$ cat src/rtl/hazard_stall_ctrl.sv
// Pipeline hazard sequencer: load-use bubble, branch/jump flush, memory-busy freeze with timeout.
// Latency: all control outputs are combinational from current state + ID/EX/MEM inputs (0 cycles).
// Backpressure: mem_busy freezes PC and every pipeline register; a stuck memory latches ERROR until reset.
module hazard_stall_ctrl #(
  parameter int REG_AW   = 3,
  parameter int WAIT_MAX = 8,
  parameter int CNT_W    = 16
) (
  input  logic              clk,
  input  logic              rst_n,
  input  logic [REG_AW-1:0] id_rs,
  input  logic [REG_AW-1:0] id_rt,
  input  logic              id_uses_rs,
  input  logic              id_uses_rt,
  input  logic              ex_mem_read,
  input  logic [REG_AW-1:0] ex_rd,
  input  logic              ex_branch_taken,
  input  logic              ex_jump,
  input  logic              mem_busy,
  output logic              stall,
  output logic              pc_write,
  output logic              ifid_write,
  output logic              ifid_flush,
  output logic              idex_flush,
  output logic              pipe_hold,
  output logic              mem_timeout,
  output logic [CNT_W-1:0]  stall_cycles
);

  // wait_cnt must be able to hold WAIT_MAX itself, since the timeout fires
  // on the busy cycle that finds the counter already at WAIT_MAX.
  localparam int WCW = (WAIT_MAX < 1) ? 1 : $clog2(WAIT_MAX + 1);
  localparam logic [WCW-1:0] WAIT_LIM = WCW'(WAIT_MAX);
  localparam logic [WCW-1:0] WAIT_ONE = WCW'(1);
  localparam logic [CNT_W-1:0] CNT_ONE = CNT_W'(1);

  typedef enum logic [1:0] {
    ST_INIT  = 2'd0,
    ST_RUN   = 2'd1,
    ST_WAIT  = 2'd2,
    ST_ERROR = 2'd3
  } state_t;

  state_t         state;
  state_t         state_nxt;
  logic [WCW-1:0] wait_cnt;
  logic [WCW-1:0] wait_cnt_nxt;
  logic           timeout_set;

  logic           rs_hit;
  logic           rt_hit;
  logic           load_use;
  logic           redirect;
  logic           hold_cond;
  logic           count_en;

  // Hazard detection terms; r0 is never a real producer so it cannot create a load-use.
  always_comb begin
    rs_hit    = id_uses_rs && (id_rs == ex_rd);
    rt_hit    = id_uses_rt && (id_rt == ex_rd);
    load_use  = ex_mem_read && (ex_rd != '0) && (rs_hit || rt_hit);
    redirect  = ex_branch_taken || ex_jump;
    hold_cond = (state == ST_ERROR) ||
                (mem_busy && ((state == ST_RUN) || (state == ST_WAIT)));
  end

  // Output priority: memory freeze, then control-flow flush, then load-use bubble, else advance.
  always_comb begin
    stall      = 1'b0;
    pc_write   = 1'b1;
    ifid_write = 1'b1;
    ifid_flush = 1'b0;
    idex_flush = 1'b0;
    pipe_hold  = 1'b0;
    if (state == ST_INIT) begin
      // Keep the front end parked and the ID/EX control zeroed until the first live cycle.
      stall      = 1'b1;
      pc_write   = 1'b0;
      ifid_write = 1'b0;
    end else if (hold_cond) begin
      // Nothing moves and no bubble is injected, so EX/MEM is preserved intact.
      pc_write   = 1'b0;
      ifid_write = 1'b0;
      pipe_hold  = 1'b1;
    end else if (redirect) begin
      // The ID instruction is wrong-path, so any load-use it shows is irrelevant.
      ifid_flush = 1'b1;
      idex_flush = 1'b1;
    end else if (load_use) begin
      // One bubble: next cycle the bubble occupies EX and the load has moved on.
      stall      = 1'b1;
      pc_write   = 1'b0;
      ifid_write = 1'b0;
    end
  end

  // Next-state logic: track consecutive busy cycles and trip to ERROR past WAIT_MAX.
  always_comb begin
    state_nxt    = state;
    wait_cnt_nxt = wait_cnt;
    timeout_set  = 1'b0;
    case (state)
      ST_INIT: begin
        state_nxt    = ST_RUN;
        wait_cnt_nxt = '0;
      end
      ST_RUN: begin
        if (mem_busy) begin
          state_nxt    = ST_WAIT;
          wait_cnt_nxt = WAIT_ONE;
        end
      end
      ST_WAIT: begin
        if (!mem_busy) begin
          state_nxt    = ST_RUN;
          wait_cnt_nxt = '0;
        end else if (wait_cnt >= WAIT_LIM) begin
          state_nxt   = ST_ERROR;
          timeout_set = 1'b1;
        end else begin
          wait_cnt_nxt = wait_cnt + WAIT_ONE;
        end
      end
      ST_ERROR: begin
        state_nxt = ST_ERROR;
      end
      default: begin
        state_nxt    = ST_INIT;
        wait_cnt_nxt = '0;
      end
    endcase
  end

  // State and busy-length register; reset drops straight to INIT.
  always_ff @(posedge clk or negedge rst_n) begin
    if (!rst_n) begin
      state    <= ST_INIT;
      wait_cnt <= '0;
    end else begin
      state    <= state_nxt;
      wait_cnt <= wait_cnt_nxt;
    end
  end

  // Sticky timeout flag, cleared only by reset.
  always_ff @(posedge clk or negedge rst_n) begin
    if (!rst_n) begin
      mem_timeout <= 1'b0;
    end else if (timeout_set) begin
      mem_timeout <= 1'b1;
    end
  end

  // Performance counter of lost cycles; INIT cycles are excluded and the count saturates.
  always_comb begin
    count_en = (state != ST_INIT) && (stall || pipe_hold) && (stall_cycles != '1);
  end

  // Saturating stall/hold cycle counter.
  always_ff @(posedge clk or negedge rst_n) begin
    if (!rst_n) begin
      stall_cycles <= '0;
    end else if (count_en) begin
      stall_cycles <= stall_cycles + CNT_ONE;
    end
  end

endmodule
$ cat config.mk
export PLATFORM = sky130hd
export DESIGN_NAME = hazard_stall_ctrl
export DESIGN_NICKNAME = d
export VERILOG_FILES = /design/src/rtl/hazard_stall_ctrl.sv
export SDC_FILE = /design/constraint.sdc
export NUM_CORES = 1
export LEC_CHECK = 0
export CORE_MARGIN = 10
export CORE_UTILIZATION = 45
export CTS_BUF_LIST = sky130_fd_sc_hd__clkbuf_4
export CTS_CLUSTER_SIZE = 14
export DETAILED_ROUTE_END_ITERATION = 7
export PLACE_DENSITY = 0.77
export SETUP_SLACK_MARGIN = 0.2
export SLEW_MARGIN = 20
export SYNTH_ARGS = -nofsm -noshare
export SYNTH_HDL_FRONTEND = slang
export SYNTH_SLANG_ARGS = --single-unit
$ cat constraint.sdc
create_clock -name clk -period 2.98 [get_ports clk]
set_input_delay 0.596 -clock clk [delete_from_list [all_inputs] [get_ports clk]]
set_output_delay 0.596 -clock clk [all_outputs]
set_load 0.02 [all_outputs]
After elaboration in Yosys (flattened, before gate mapping)
Index checks and enable logic that the tools add are counted.
{"block": "totals", "regBits": 23, "latch_bits": 0, "ramBits": 0, "mem_bits_ro": 0, "in_bits": 17, "output_inout_bits": 23, "wordCells": 58, "memories": 0}
{"block": "op_classes", "addsub": 2, "multipliers": 0, "div_mod_pow": 0, "n_lt_le_gt_ge": 1, "n_eq_ne": 9, "shifts": 0, "muxes": 24, "bitwise": 0, "reduce_logical": 18}
{"op": "adder 16 x 1 -> 16 bit, second input constant", "count": 1}
{"op": "2-to-1 mux 1 bit", "count": 16}
{"op": "inequality test 16 bit, second input constant", "count": 1}
{"op": "2-to-1 mux 4 bit", "count": 3}
{"op": "case mux 4 bit (3 select lines)", "count": 1}
{"op": "case mux 2 bit (4 select lines)", "count": 1}
{"op": "logical AND 1 bit", "count": 7}
{"op": "equality test 3 bit", "count": 2}
{"op": "2-to-1 mux 2 bit", "count": 3}
{"op": "nonzero test 3 bit", "count": 2}
{"op": "logical OR 1 bit", "count": 5}
{"op": "adder 4 x 1 -> 4 bit, second input constant", "count": 1}
{"op": "equality test 2 bit, second input constant", "count": 2}
{"op": ">= comparator 4 bit, second input constant", "count": 1}
{"op": "inequality test 3 x 2 -> 1 bit, second input constant", "count": 1}
{"op": "inequality test 3 bit, second input constant", "count": 1}
{"op": "AND reduction 3 bit", "count": 1}
{"op": "equality test 2 x 1 -> 1 bit, second input constant", "count": 1}
{"op": "logical NOT 2 bit", "count": 1}
{"op": "inequality test 2 bit, second input constant", "count": 1}
{"op": "AND reduction 2 bit", "count": 1}
{"op": "nonzero test 2 bit", "count": 1}

Logic depth before layout (Yosys ltp)
{"block": "logic_depth", "ltp_word": 11, "mapped_depth": 7, "mapped_depth_nobuf": 7}

Least setup slack after synthesis
OpenSTA, ideal clock, no wires.
{"block": "synth_timing", "kind": "register to output", "start": "reg state[0]", "end": "out ifid_flush", "arrival_time_ps": 1698, "required_time_ps": 2384, "path_slack_ps": 686, "path_stages_with_launch": 7, "path_buffers": 1, "path_cell_list": "dfrtp_1 -> inv_1 -> ha_1 -> a21oi_1 -> nand2_1 -> nor2_1 -> buf_4"}
{"block": "synth_via", "elab_chain_cells": 6, "word_cells_on_any_way": 9, "classes_between": "3 x eq/ne; 2 x mux; 4 x reduce/logical"}
{"element": "from (decl)", "line_no": "44", "text": "state_t state;"}
{"element": "from (signal assigned)", "line_no": "140", "text": "state <= state_nxt;"}
{"element": "equality test 2 x 1 -> 1 bit or equality test 2 bit (tied branches)", "line_no": "64", "text": "(mem_busy && ((state == ST_RUN) || (state == ST_WAIT)));"}
{"element": "logical OR 1 bit", "line_no": "64"}
{"element": "logical AND 1 bit", "line_no": "64"}
{"element": "logical OR 1 bit", "line_no": "63", "text": "hold_cond = (state == ST_ERROR) ||"}
{"element": "2-to-1 mux 1 bit"}
{"element": "2-to-1 mux 1 bit (*)"}
{"element": "to (decl)", "line_no": "23", "text": "output logic ifid_flush,"}
Every way passes the cells marked *; elsewhere a longest branch is shown, timed or not.

Final worst setup path
{"block": "layout_timing", "start": "in ex_rd[2]", "end": "out pc_write"}
{"block": "layout_via", "elab_chain_cells": 8, "word_cells_on_any_way": 12, "classes_between": "2 x eq/ne; 4 x mux; 6 x reduce/logical"}
{"element": "from (decl)", "line_no": "16", "text": "input logic [REG_AW-1:0] ex_rd,"}
{"element": "equality test 3 bit, on equally long branches", "line_no": "59, 60"}
{"element": "logical AND 1 bit, on equally long branches", "line_no": "59, 60"}
{"element": "logical OR 1 bit", "line_no": "61", "text": "load_use = ex_mem_read && (ex_rd != '0) && (rs_hit || rt_hit);"}
{"element": "logical AND 1 bit (*)", "line_no": "61"}
{"element": "2-to-1 mux 1 bit (*)", "line_no": "89", "text": "end else if (load_use) begin"}
{"element": "2-to-1 mux 1 bit (*)", "line_no": "85", "text": "end else if (redirect) begin"}
{"element": "2-to-1 mux 1 bit (*)", "line_no": "80", "text": "end else if (hold_cond) begin"}
{"element": "2-to-1 mux 1 bit (*)", "line_no": "75", "text": "if (state == ST_INIT) begin"}
{"element": "to (decl)", "line_no": "21", "text": "output logic pc_write,"}
Marks and branches as above.

==> impl_metrics.env <==
export IMPL_run_status="finished, final reports clean"
export IMPL_postCtsSetupRepairBufs=0
export IMPL_register_area_um2=576
export IMPL_synth_seq_cells=23
export IMPL_place_hpwl_mm=2.82
export IMPL_grt_setup_unrepaired="no"
export IMPL_cts_buffer_depth=2
export IMPL_power_leakage_nw=0.830
export IMPL_yosys_mux_area_fraction=0.0164
export IMPL_synth_cell_area_mm2=0.00137
export IMPL_ys_flop_type="dfrtp_1"
export IMPL_seq_area_frac_synth=0.420
export IMPL_htree_num_levels=1
export IMPL_hold_path_depth=1
export IMPL_reg2reg_setup_slack_ns=0.83
export IMPL_critical_path_max_stage_delay_ns=0.56
export IMPL_worst_ir_drop_vdd_v=0.000442
export IMPL_fp_coreArea_mm2=0.00283
export IMPL_timing_critical_path_max_delay_family="buffers and inverters"
export IMPL_clkSinkCount=23
export IMPL_drc=0
export IMPL_max_cap_violations=0
export IMPL_avgRoutedWirePerCell_um=16.2
export IMPL_worst_setup_path_startpoint="ex_rd[2]"
export IMPL_synth_fa_ha_area_frac=0.0639
export IMPL_synth_top_cell_by_area="dfrtp_1"
export IMPL_synth_compound_gate_area_share=0.0876
export IMPL_ant_diodes=0
export IMPL_numPortBuffers=39
export IMPL_timing_critical_path_fanout_max=3
export IMPL_postRouteAntennaNets=0
export IMPL_synthDistinctLibCells=29
export IMPL_routed_via_count=1168
export IMPL_die_area_mm2=0.00566
export IMPL_synth_top_cells_by_count="24 x nand2_1, 23 x dfrtp_1, 13 x xor2_1, 8 x inv_1, 8 x nor2_1"
export IMPL_timing_fmax_mhz=370
export IMPL_grt_pass1_wl_mm=5.61
export IMPL_num_nets_final=212
export IMPL_cts_root_buf="clkbuf_4"
export IMPL_post_synth_xor_area_fraction=0.128
export IMPL_worst_hold_startpoint="mem_timeout"
export IMPL_netlist_area_leader_share=0.420
export IMPL_hold_path_end="mem_timeout"
export IMPL_finalClockSkew_ns=0.0159
export IMPL_max_slew_headroom=0.757
export IMPL_min_period_over_period=0.907
export IMPL_area_added_between_synthesis_and_finish_pct=36.2
export IMPL_worst_slew_pin_slew_ns=0.362
export IMPL_layout_min_cycle_time_ns=2.70
export IMPL_pwr_density_cell_mw_per_mm2=778
export IMPL_design_portCount=40
export IMPL_critPathKind="in2out"
export IMPL_finalWirelength_mm=3.54
export IMPL_synth_avg_cell_area_um2=9.80
export IMPL_place_congestion=0.761
export IMPL_numCtsBuffers=3
export IMPL_post_route_cells_drive_above_1_share=0.118
export IMPL_slew_limit_fails=0
export IMPL_number_of_cells_on_the_worst_reg_to_reg_path=8
export IMPL_cp_cell_sequence="clkdlybuf4s50_1 -> xnor2_1 -> nand4_1 -> a21oi_4 -> nor2_4 -> dlygate4sd2_1"
export IMPL_start_util=0.485
export IMPL_dp_worst_setup_slack_ns=-0.0536
export IMPL_worst_ep_required_time_ns=2.38
export IMPL_grt_total_usage=0.126
export IMPL_synthMostInstantiatedCell="nand2_1"
export IMPL_die_y_um=75.2
export IMPL_critical_path_endpoint_type="primary output"
export IMPL_first_global_vias=1166
export IMPL_number_of_flops_mapped_to_enable_cells_by_yosys=0
export IMPL_critical_path_startpoint_type="input pin"
export IMPL_stdcell_count=218
export IMPL_setup_viol=0
export IMPL_synth_area_leaders="dfrtp_1 42%, xor2_1 8.3%, nand2_1 6.6%, ha_1 6.4%, xnor2_1 4.5%"
export IMPL_die_w_um=75.2
export IMPL_clock_tree_from_tritoncts="built"
export IMPL_worst_r2r_startpoint="state[0]"
export IMPL_core_rowCount=19
export IMPL_min_path_type="reg2reg"
export IMPL_yosys_warnings=0
export IMPL_antenna_violations_before_repair=0
export IMPL_multi_input_area_um2=766
export IMPL_total_global_routing_overflow=0
export IMPL_post_synth_inst_count=140
export IMPL_synth_top_family_by_area="simple AND/OR/NAND/NOR gates"
export IMPL_async_flop_share=1.00
export IMPL_clkSlewWorstSetupHoldPaths_ns=0.12
export IMPL_critical_path_reg2reg_endpoint="stall_cycles[12]"
export IMPL_slowest_stage_cell_on_the_critical_path="clkdlybuf4s50_1"
export IMPL_insertion_delay_ns=0.32
export IMPL_setup_ws_ns=0.278
export IMPL_timing_critical_path_buf_inv=2
export IMPL_first_iter_violations=83
export IMPL_endpoints_failing_hold=0
export IMPL_pin_count_of_the_biggest_net_entering_global_routing=24
export IMPL_via_per_inst=5.36
export IMPL_worst_ep_arrival_time_ns=2.11
export IMPL_dr_pass1_iters=4
export IMPL_cp_depth=6
export IMPL_fillerInstances=228
export IMPL_syn_nets=164
export IMPL_finalCoreUtilization=0.660
export IMPL_synthSimpleGateAreaFrac=0.252
export IMPL_dp_cells=214
-- registers in the layout (all words and copies together), names as in the netlist --
| signal | count |
|---|---|
| stall_cycles | 16 |
| wait_cnt | 4 |
| state | 2 |
| mem_timeout | 1 |
-- report_power, final --
part / total [mW] / internal [mW] / switching [mW]
Combinational: 0.847 / 0.348 / 0.499
Clock: 0.148 / 0.0502 / 0.0978
Sequential: 0.458 / 0.379 / 0.0786
-- layer usage --
layer	track usage	wire (um)	share of wire	vias up
li1	-	-	-	569
met1	0.127	1340	0.38	566
met2	0.248	1980	0.56	27
met3	0.0368	174	0.049	6
met4	0.0289	48	0.014	0
met5	0	0	0	-
-- metrics by stage --
step | hold WS (ns) | setup TNS, ns | cell area (um^2) | power (mW)
final | 0.485 | 0 | 1870 | 1.45
after floorplan | 0.300 | 0 | 1370 | 0.976
after global routing | 0.530 | 0 | 1870 | 1.55
after CTS | 0.490 | 0 | 1860 | 1.47
after detailed placement | 0.455 | -0.0706 | 1830 | 1.34
after global placement | 0.451 | 0 | 1830 | 1.32
-- cell usage in the layout (no fill, tap or decap), types with 2 or more instances in the layout --
cell	count
dlygate4sd2_1	4
dlymetal6s2s_1	2
buf_4	6
xnor2_1	6
dfrtp_1	23
nor2_1	8
nand4_1	4
o21ai_0	6
mux2_1	2
inv_1	7
nor4_2	3
clkdlybuf4s50_1	32
xor2_1	13
nand3_1	7
a21oi_1	2
clkbuf_4	3
nand2b_1	3
nand2_1	24
and3_1	2
ha_1	7
nor3_1	7
-- how the worst max path moves through the flow --
| stage | to | slack, ns |
|---|---|---|
| after global routing | ifid_write | 0.22 |
| final | pc_write | 0.28 |
| after floorplan | ifid_flush | 0.69 |
| after global placement | stall | 0.01 |
| after detailed placement | stall | -0.05 |
| after CTS | stall | 0.20 |
-- cell families after synthesis --
group | Yosys count
buf+inv | 10
mux | 2
simple gates | 63
flops | 23
fa+ha+maj | 7
xor+xnor | 20
compound gates | 15
-- final cells by class --
cell class,instances,share of cell area
clock buffer,3,0.0121
clock inverter,1,0.00268
multi-input combinational,107,0.410
tap,31,0.0208
inverter,8,0.0161
sequential,23,0.308
timing repair buffer,45,0.230
-- timing repair --
action / in CTS / in global routing
resized for setup: 7 / 5
setup endpoints to repair: 5 / 4
cloned: 0 / 0
hold buffers: 0 / 0
Note: power is estimated with default switching activity, not from simulation.
